`src/rtl/mmio_afu_pkg.sv`:
```
// Shared CCI-P type slice, MMIO address map and CTRL/STATUS bit positions for the MMIO FIFO AFU.
// Only the CCI-P fields this AFU touches are modelled; widths follow the platform definitions.
package mmio_afu_pkg;

  typedef logic [15:0] t_ccip_mmioAddr;
  typedef logic [8:0]  t_ccip_tid;

  typedef struct packed {
    t_ccip_mmioAddr address;
    logic [1:0]     length;
    logic           rsvd;
    t_ccip_tid      tid;
  } t_ccip_c0_ReqMmioHdr;

  typedef logic [27:0] t_ccip_c0_RspMemHdr;
  typedef logic [27:0] t_ccip_c1_RspMemHdr;
  typedef logic [73:0] t_ccip_c0_ReqMemHdr;
  typedef logic [79:0] t_ccip_c1_ReqMemHdr;

  typedef struct packed {
    t_ccip_tid tid;
  } t_ccip_c2_RspMmioHdr;

  typedef struct packed {
    t_ccip_c0_RspMemHdr hdr;
    logic [511:0]       data;
    logic               rspValid;
    logic               mmioRdValid;
    logic               mmioWrValid;
  } t_if_ccip_c0_Rx;

  typedef struct packed {
    t_ccip_c1_RspMemHdr hdr;
    logic               rspValid;
  } t_if_ccip_c1_Rx;

  typedef struct packed {
    logic           c0TxAlmFull;
    logic           c1TxAlmFull;
    t_if_ccip_c0_Rx c0;
    t_if_ccip_c1_Rx c1;
  } t_if_ccip_Rx;

  typedef struct packed {
    t_ccip_c0_ReqMemHdr hdr;
    logic               valid;
  } t_if_ccip_c0_Tx;

  typedef struct packed {
    t_ccip_c1_ReqMemHdr hdr;
    logic [511:0]       data;
    logic               valid;
  } t_if_ccip_c1_Tx;

  typedef struct packed {
    t_ccip_c2_RspMmioHdr hdr;
    logic                mmioRdValid;
    logic [63:0]         data;
  } t_if_ccip_c2_Tx;

  typedef struct packed {
    t_if_ccip_c0_Tx c0;
    t_if_ccip_c1_Tx c1;
    t_if_ccip_c2_Tx c2;
  } t_if_ccip_Tx;

  // 32-bit word addresses; every register is 64-bit and sits on an even address
  localparam t_ccip_mmioAddr DFH         = 16'h0000;
  localparam t_ccip_mmioAddr AFU_ID_L    = 16'h0002;
  localparam t_ccip_mmioAddr AFU_ID_H    = 16'h0004;
  localparam t_ccip_mmioAddr USER_BASE   = 16'h0020;
  localparam t_ccip_mmioAddr FIFO_PUSH   = 16'h0040;
  localparam t_ccip_mmioAddr FIFO_CTRL   = 16'h0042;
  localparam t_ccip_mmioAddr FIFO_POP    = 16'h0044;
  localparam t_ccip_mmioAddr FIFO_STATUS = 16'h0046;
  localparam t_ccip_mmioAddr FIFO_PEEK   = 16'h0048;

  localparam logic [63:0]  DFH_VALUE    = {4'b0001, 8'b0, 4'b0, 7'b0, 1'b1, 24'b0, 4'b0, 12'b0};
  localparam logic [127:0] AFU_ID_VALUE = 128'h9D73_E8F2_58E1_4D2B_9E5A_3C1F_0B7A_6E44;

  localparam int CTRL_FLUSH_BIT = 0;
  localparam int CTRL_CLR_BIT   = 1;

  localparam int STS_EMPTY   = 0;
  localparam int STS_FULL    = 1;
  localparam int STS_UDF     = 2;
  localparam int STS_OVF     = 3;
  localparam int STS_CNT_LSB = 4;

  function automatic t_ccip_mmioAddr user_addr(input int unsigned idx);
    return USER_BASE + 16'(2 * idx);
  endfunction

endpackage

```
`src/rtl/mmio_fifo_afu_if.sv`:
```
// CCI-P receive/transmit pair as seen by the AFU; slave = AFU side, master = platform shim side.
interface mmio_fifo_afu_if;
  import mmio_afu_pkg::*;

  t_if_ccip_Rx rx;
  t_if_ccip_Tx tx;

  modport slave  (input rx, output tx);
  modport master (output rx, input tx);

endinterface

```
`src/rtl/mmio_fifo.sv`:
```
// Show-ahead FIFO: head valid combinationally while not empty, push/pop applied on the clock edge.
// No backpressure port; push when full and pop when empty are silently ignored, flush wins over both.
module mmio_fifo #(
  parameter int DATA_W = 64,
  parameter int DEPTH  = 16,
  localparam int AW    = $clog2(DEPTH),
  localparam int CW    = AW + 1
) (
  input  logic              clk,
  input  logic              rst,
  input  logic              push,
  input  logic              pop,
  input  logic              flush,
  input  logic [DATA_W-1:0] din,
  output logic [DATA_W-1:0] dout,
  output logic [CW-1:0]     count,
  output logic              full,
  output logic              empty
);

  logic [DATA_W-1:0] r_mem [DEPTH];
  logic [AW-1:0]     r_wptr;
  logic [AW-1:0]     r_rptr;
  logic [CW-1:0]     r_count;
  logic              w_do_push;
  logic              w_do_pop;

  assign full      = (r_count == CW'(DEPTH));
  assign empty     = (r_count == '0);
  assign count     = r_count;
  assign dout      = r_mem[r_rptr];
  assign w_do_push = push && !full && !flush;
  assign w_do_pop  = pop && !empty && !flush;

  always_ff @(posedge clk or posedge rst) begin
    if (rst) begin
      r_wptr  <= '0;
      r_rptr  <= '0;
      r_count <= '0;
    end else if (flush) begin
      r_wptr  <= '0;
      r_rptr  <= '0;
      r_count <= '0;
    end else begin
      if (w_do_push) r_wptr <= r_wptr + AW'(1);
      if (w_do_pop)  r_rptr <= r_rptr + AW'(1);
      r_count <= r_count + CW'(w_do_push) - CW'(w_do_pop);
    end
  end

  // Storage carries no reset: entries are only observable once count covers them
  always_ff @(posedge clk) begin
    if (w_do_push) r_mem[r_wptr] <= din;
  end

endmodule

```
`src/rtl/mmio_fifo_afu.sv`:
```
// MMIO AFU: DFH/AFU_ID, user registers and a host-driven show-ahead FIFO with sticky error flags.
// Writes land on the request edge; read responses appear exactly one cycle after the request, no stalls.
module mmio_fifo_afu
  import mmio_afu_pkg::*;
#(
  parameter int DATA_W   = 64,
  parameter int DEPTH    = 16,
  parameter int NUM_REGS = 4
) (
  input  logic            clk,
  input  logic            rst,
  mmio_fifo_afu_if.slave  ccip
);

  localparam int CW = $clog2(DEPTH) + 1;

  t_ccip_c0_ReqMmioHdr w_hdr;
  t_ccip_mmioAddr      w_addr;
  logic [63:0]         w_wdat;
  logic                w_wr;
  logic                w_rd;
  logic                w_push;
  logic                w_pop;
  logic                w_ctrl;
  logic                w_flush;
  logic                w_clr;
  logic [DATA_W-1:0]   w_dout;
  logic [CW-1:0]       w_count;
  logic                w_full;
  logic                w_empty;
  logic [63:0]         w_head_ext;
  logic [63:0]         w_status;
  logic [63:0]         w_rdata;
  t_if_ccip_Tx         w_tx;
  logic                w_unused;

  logic [63:0]         r_user [NUM_REGS];
  logic                r_ovf;
  logic                r_udf;
  logic                r_rd_vld;
  t_ccip_tid           r_rd_tid;
  logic [63:0]         r_rd_dat;

  assign w_hdr  = t_ccip_c0_ReqMmioHdr'(ccip.rx.c0.hdr);
  assign w_addr = w_hdr.address;
  assign w_wdat = ccip.rx.c0.data[63:0];
  assign w_wr   = ccip.rx.c0.mmioWrValid;
  // A read colliding with a write is dropped; the write is serviced
  assign w_rd   = ccip.rx.c0.mmioRdValid && !ccip.rx.c0.mmioWrValid;

  assign w_push  = w_wr && (w_addr == FIFO_PUSH);
  assign w_ctrl  = w_wr && (w_addr == FIFO_CTRL);
  assign w_flush = w_ctrl && w_wdat[CTRL_FLUSH_BIT];
  assign w_clr   = w_ctrl && w_wdat[CTRL_CLR_BIT];
  assign w_pop   = w_rd && (w_addr == FIFO_POP);

  mmio_fifo #(
    .DATA_W (DATA_W),
    .DEPTH  (DEPTH)
  ) u_fifo (
    .clk   (clk),
    .rst   (rst),
    .push  (w_push),
    .pop   (w_pop),
    .flush (w_flush),
    .din   (w_wdat[DATA_W-1:0]),
    .dout  (w_dout),
    .count (w_count),
    .full  (w_full),
    .empty (w_empty)
  );

  always_ff @(posedge clk or posedge rst) begin
    if (rst) begin
      r_ovf <= 1'b0;
      r_udf <= 1'b0;
    end else if (w_clr) begin
      r_ovf <= 1'b0;
      r_udf <= 1'b0;
    end else begin
      if (w_push && w_full) r_ovf <= 1'b1;
      if (w_pop && w_empty) r_udf <= 1'b1;
    end
  end

  always_ff @(posedge clk or posedge rst) begin
    if (rst) begin
      for (int i = 0; i < NUM_REGS; i++) r_user[i] <= '0;
    end else begin
      for (int i = 0; i < NUM_REGS; i++) begin
        if (w_wr && (w_addr == user_addr(i))) r_user[i] <= w_wdat;
      end
    end
  end

  always_comb begin
    w_head_ext = '0;
    if (!w_empty) w_head_ext[DATA_W-1:0] = w_dout;
  end

  always_comb begin
    w_status = '0;
    w_status[STS_CNT_LSB +: CW] = w_count;
    w_status[STS_OVF]           = r_ovf;
    w_status[STS_UDF]           = r_udf;
    w_status[STS_FULL]          = w_full;
    w_status[STS_EMPTY]         = w_empty;
  end

  always_comb begin
    w_rdata = '0;
    case (w_addr)
      DFH:         w_rdata = DFH_VALUE;
      AFU_ID_L:    w_rdata = AFU_ID_VALUE[63:0];
      AFU_ID_H:    w_rdata = AFU_ID_VALUE[127:64];
      FIFO_POP:    w_rdata = w_head_ext;
      FIFO_PEEK:   w_rdata = w_head_ext;
      FIFO_STATUS: w_rdata = w_status;
      default: begin
        for (int i = 0; i < NUM_REGS; i++) begin
          if (w_addr == user_addr(i)) w_rdata = r_user[i];
        end
      end
    endcase
  end

  always_ff @(posedge clk or posedge rst) begin
    if (rst) begin
      r_rd_vld <= 1'b0;
      r_rd_tid <= '0;
      r_rd_dat <= '0;
    end else begin
      r_rd_vld <= w_rd;
      if (w_rd) begin
        r_rd_tid <= w_hdr.tid;
        r_rd_dat <= w_rdata;
      end
    end
  end

  always_comb begin
    w_tx                = '0;
    w_tx.c2.hdr.tid     = r_rd_tid;
    w_tx.c2.mmioRdValid = r_rd_vld;
    w_tx.c2.data        = r_rd_dat;
  end

  assign ccip.tx = w_tx;

  assign w_unused = ^{ccip.rx.c0TxAlmFull, ccip.rx.c1TxAlmFull, ccip.rx.c1,
                      ccip.rx.c0.rspValid, w_hdr.length, w_hdr.rsvd,
                      ccip.rx.c0.data[511:64], w_wdat};

endmodule

```
`src/flat_wrapper.sv`:
```
// flat-port wrapper written by rule: the top's interface ports become plain ports
module mmio_fifo_afu_flat import mmio_afu_pkg::*;
#(
  parameter int DATA_W   = 64,
  parameter int DEPTH    = 16,
  parameter int NUM_REGS = 4
)
  (clk, rst, ccip_rx, ccip_tx);
  mmio_fifo_afu_if ccip_i ();
  input  logic clk;
  input  logic rst;
  input wire logic [$bits(ccip_i.rx)-1:0] ccip_rx;
  output wire logic [$bits(ccip_i.tx)-1:0] ccip_tx;
  assign ccip_i.rx = ccip_rx;
  assign ccip_tx = ccip_i.tx;
  mmio_fifo_afu #(.DATA_W(DATA_W), .DEPTH(DEPTH), .NUM_REGS(NUM_REGS)) u_core (.clk(clk), .rst(rst), .ccip(ccip_i));
endmodule
```
`config.mk`:
```
export PLATFORM = sky130hd
export DESIGN_NAME = mmio_fifo_afu_flat
export DESIGN_NICKNAME = d
export VERILOG_FILES = /design/src/rtl/mmio_afu_pkg.sv /design/src/rtl/mmio_fifo_afu_if.sv /design/src/rtl/mmio_fifo.sv /design/src/rtl/mmio_fifo_afu.sv /design/src/flat_wrapper.sv
export SDC_FILE = /design/constraint.sdc
export NUM_CORES = 1
export LEC_CHECK = 0
export BUFFER_PORTS_ARGS = -buffer_cell sky130_fd_sc_hd__buf_2
export CAP_MARGIN = 20
export CORE_AREA = 2 2 514 516
export DETAILED_ROUTE_END_ITERATION = 16
export DIE_AREA = 0 0 516 518
export MAX_ROUTING_LAYER = met4
export SETUP_SLACK_MARGIN = 0.02
export SYNTH_ARGS = -nofsm -noshare
export SYNTH_HDL_FRONTEND = slang
export SYNTH_SLANG_ARGS = --single-unit
```
`constraint.sdc`:
```
create_clock -name clk -period 27.7 [get_ports clk]
set_clock_uncertainty 0.05 [all_clocks]
set_input_delay 1.385 -clock clk [delete_from_list [all_inputs] [get_ports clk]]
set_output_delay 1.385 -clock clk [all_outputs]
set_load 0.02 [all_outputs]
```
==> impl_metrics.py <==
metrics = {
    "critical_path": {
        "crit_type": "in2reg",
        "rr_worst_depth": 6,
        "crit_required_ns": 28.03,
        "end_kind": "register",
        "reg2reg_to": "u_core.r_rd_dat[16]$_DFFE_PP0P_",
        "startpoint_type": "input pin",
        "cp.arrival_ns": 5.56,
        "r2r_start": "u_core.u_fifo.r_rptr[0]$_DFFE_PP0P_",
        "r2r_slack_ns": 23.77,
        "cp_max_fo": 37,
    },
    "clock_network": {
        "worst_skew_pair.late_latency_ns": 0.77,
        "post_cts_resized": 0,
        "postCtsHoldBufs": 0,
        "htreeDepth": 4,
        "numCtsBuffers": 138,
        "cts_buffer_depth": 3,
        "cts_tree": "built",
        "cts_root_buf": "clkbuf_16",
        "post_cts.repair.setup_buffers": 0,
        "clock-sinks": 1369,
        "clk_pin_slew_ns": 0.05,
    },
    "placement": {
        "place_congestion": 0.7803,
        "io_buffer_count": 166,
        "post-dp-hpwl_um": 98520,
    },
    "yosys": {
        "synth_top_family_by_area": "multiplexers",
        "synthSimpleGateAreaFrac_pct": 2.558,
        "synthCells": 3518,
        "syn-cell-area_um2": 58990,
        "synthXorXnorAreaFrac_pct": 0.1336,
        "synth-compound-area-share_pct": 4.696,
        "yosys_warnings": 0,
        "synth-edff-count": 1024,
        "ys_async_sr_fraction_pct": 25.20,
        "synthAdderAreaFrac_pct": 0.2672,
        "avgSynthCellArea_um2": 16.77,
        "yosysSeqAreaShare_pct": 66.76,
        "muxShareOfSynthArea_pct": 15.54,
        "synth_seq_cells": 1369,
        "synth_cell_type_count": 69,
        "synth_ff_type": "edfxtp_1",
    },
    "detailed_routing": {
        "dr.pass1.iters": 5,
        "dr.first_iter.drc_count": 2674,
        "routed_wirelength_um": 165600,
        "ant_nets": 0,
        "via_count": 30710,
        "routed_via_density": 4.172,
        "post_drt_wl_per_cell_um": 22.50,
        "drc_errors": 0,
    },
    "floorplanning": {
        "die_area_um2": 267300,
        "ios": 1318,
        "start_util_pct": 22.55,
        "coreArea_um2": 261600,
        "row_count": 188,
        "die_h_um": 518,
        "chipWidth_um": 516,
    },
    "global_routing": {
        "grt_pass1_vias": 30110,
        "grt_start_max_net_pins": 171,
        "grt_antenna_before_repair": 55,
        "grt_pass1_wl_um": 230900,
        "grt-ovfl-total": 0,
        "gr-usage-all-layers_pct": 12.39,
    },
    "run": {
        "max-cap-violations": 0,
    },
    "sta": {
        "max_freq_mhz": 191.2,
        "min_period_ns": 5.229,
        "rsz0062_at_grt": "no",
        "finalSetupViolCount": 0,
        "slew_headroom_pct": 24.48,
        "worst_pin_slew_ns": 1.133,
        "post-route-period-util_pct": 18.88,
        "fin_setup_tns_ns": 0,
        "slew_viol_final": 0,
        "finalHoldViolCount": 0,
    },
    "hold_path": {
        "holdPathEnd": "u_core.r_rd_tid[8]$_DFFE_PP0P_",
        "hold_path_class": "reg2reg",
        "hold_start": "u_core.r_rd_tid[8]$_DFFE_PP0P_",
        "holdPathStages": 2,
    },
    "power": {
        "switchingPower_mw": 0.9624,
        "seqPwrFrac_pct": 52.4,
        "ir_drop_mv": 0.05210,
        "p_sw_share_pct": 22.65,
        "p_per_area_nw_per_um2": 64.37,
        "p_int_mw": 3.287,
        "static-leakage-power_nw": 23.73,
        "p_comb_share_pct": 4.8,
        "power_frac_clock_pct": 42.8,
    },
    "cells_and_area": {
        "nets": 4296,
        "layout_commonest_cell": "edfxtp_1",
        "drive_gt1_share_pct": 26.02,
        "fillCellCount": 26600,
        "layout_common_cells": "edfxtp_1, conb_1, dfrtp_1",
        "final_util_pct": 25.24,
        "synthToLayoutAreaGrowth_pct": 11.92,
    },
    "run_status": {
        "status": "completed",
    },
}
synth_stat cells (25+ instances only):
cell type  count  share of area, %
mux2_2       273               5.2
mux4_2       260               9.9
nand2_1      115              0.73
dfrtp_1      345                15
buf_4        677               8.6
o21ai_0       56              0.48
buf_2         87              0.74
a21oi_1       64              0.54
nor3_1        25              0.21
a22oi_1      121               1.5
clkbuf_1      65              0.41
edfxtp_1    1024                52
nor2b_1       28              0.30
o22ai_1       28              0.30
nor2_1        52              0.33
power by group through the flow:
stage | logic, mW | clock network (mW) | registers, mW
after CTS | 0.206 | 1.86 | 2.23
after global routing | 0.223 | 1.94 | 2.23
after detailed placement | 0.206 | 0 | 2.27
after floorplan | 0.186 | 0 | 2.28
after global placement | 0.202 | 0 | 2.27
final | 0.203 | 1.82 | 2.23
flip-flops by register name, summed over array words and instances (netlist names):
signal,cells
u_core.u_fifo.r_rptr,4
u_core.r_user,256
u_core.u_fifo.r_mem,1024
u_core.u_fifo.r_wptr,4
u_core.r_rd_tid,9
u_core.r_ovf,1
u_core.r_udf,1
u_core.r_rd_dat,64
u_core.u_fifo.count,5
u_core.r_rd_vld,1
cell families (layout without fill, tap and decap cells):
family                   count (synthesis)  in the layout
buffers and inverters                  868            503
AO/OA/AOI/OAI                          400            400
adder cells (fa/ha/maj)                 12             12
other                                    1            694
multiplexers                           556            556
XOR/XNOR                                 9              9
AND/OR/NAND/NOR                        303            303
flip-flops                            1369           1369
area by class of cell:
| cell class | instances | area [um^2] | area share, % |
|---|---|---|---|
| antenna | 26 | 65.06 | 0.09855 |
| timing repair buffer | 231 | 1368 | 2.071 |
| inverter | 20 | 83.83 | 0.1270 |
| clock inverter | 52 | 441.7 | 0.6690 |
| clock buffer | 200 | 3925 | 5.945 |
| multi-input combinational | 1948 | 16340 | 24.76 |
| sequential | 1369 | 39400 | 59.67 |
| tap | 3515 | 4398 | 6.661 |
worst max-delay path, stage by stage:
cell and delay, ns:
buf_2 0.11, nor4_4 0.68, nand3_1 0.68, or3b_1 0.80, nor3_1 0.35, and2_4 0.63, buf_4 0.81
metrics by stage:
stage	cell area [um^2]	cells	power (mW)	hold WS, ns	setup WS (ns)
finish	66020	7361	4.250	0.4225	22.47
global route	66020	7359	4.387	0.4417	22.32
CTS	65960	7335	4.289	0.4293	22.52
detailed placement	61590	7083	2.475	0.4125	21.70
global placement	61570	7081	2.471	0.4095	21.74
floorplan	61500	4185	2.465	0.3989	16.70
worst max-delay path by stage:
| stage | start | end | depth (start not counted) |
|---|---|---|---|
| after floorplan | rst | u_core.r_ovf$_DFFE_PP0P_ | 1 |
| after global placement | ccip_rx[571] | u_core.u_fifo.r_mem[1][29]$_DFFE_PP_ | 7 |
| after detailed placement | ccip_rx[571] | u_core.u_fifo.r_mem[2][53]$_DFFE_PP_ | 7 |
| after CTS | ccip_rx[571] | u_core.u_fifo.r_mem[2][29]$_DFFE_PP_ | 7 |
| after global routing | ccip_rx[571] | u_core.u_fifo.r_mem[2][29]$_DFFE_PP_ | 7 |
| final | ccip_rx[571] | u_core.u_fifo.r_mem[4][61]$_DFFE_PP_ | 7 |
metal layers:
metal	global-route usage [%]	vias to the layer above	share of wire [%]
li1	-	12610	-
met1	14.90	16230	39
met2	19.42	1557	48
met3	4.181	306	11
met4	4.102	0	2.8
met5	-	-	0
No activity file was read; power rests on OpenSTA's default activity.
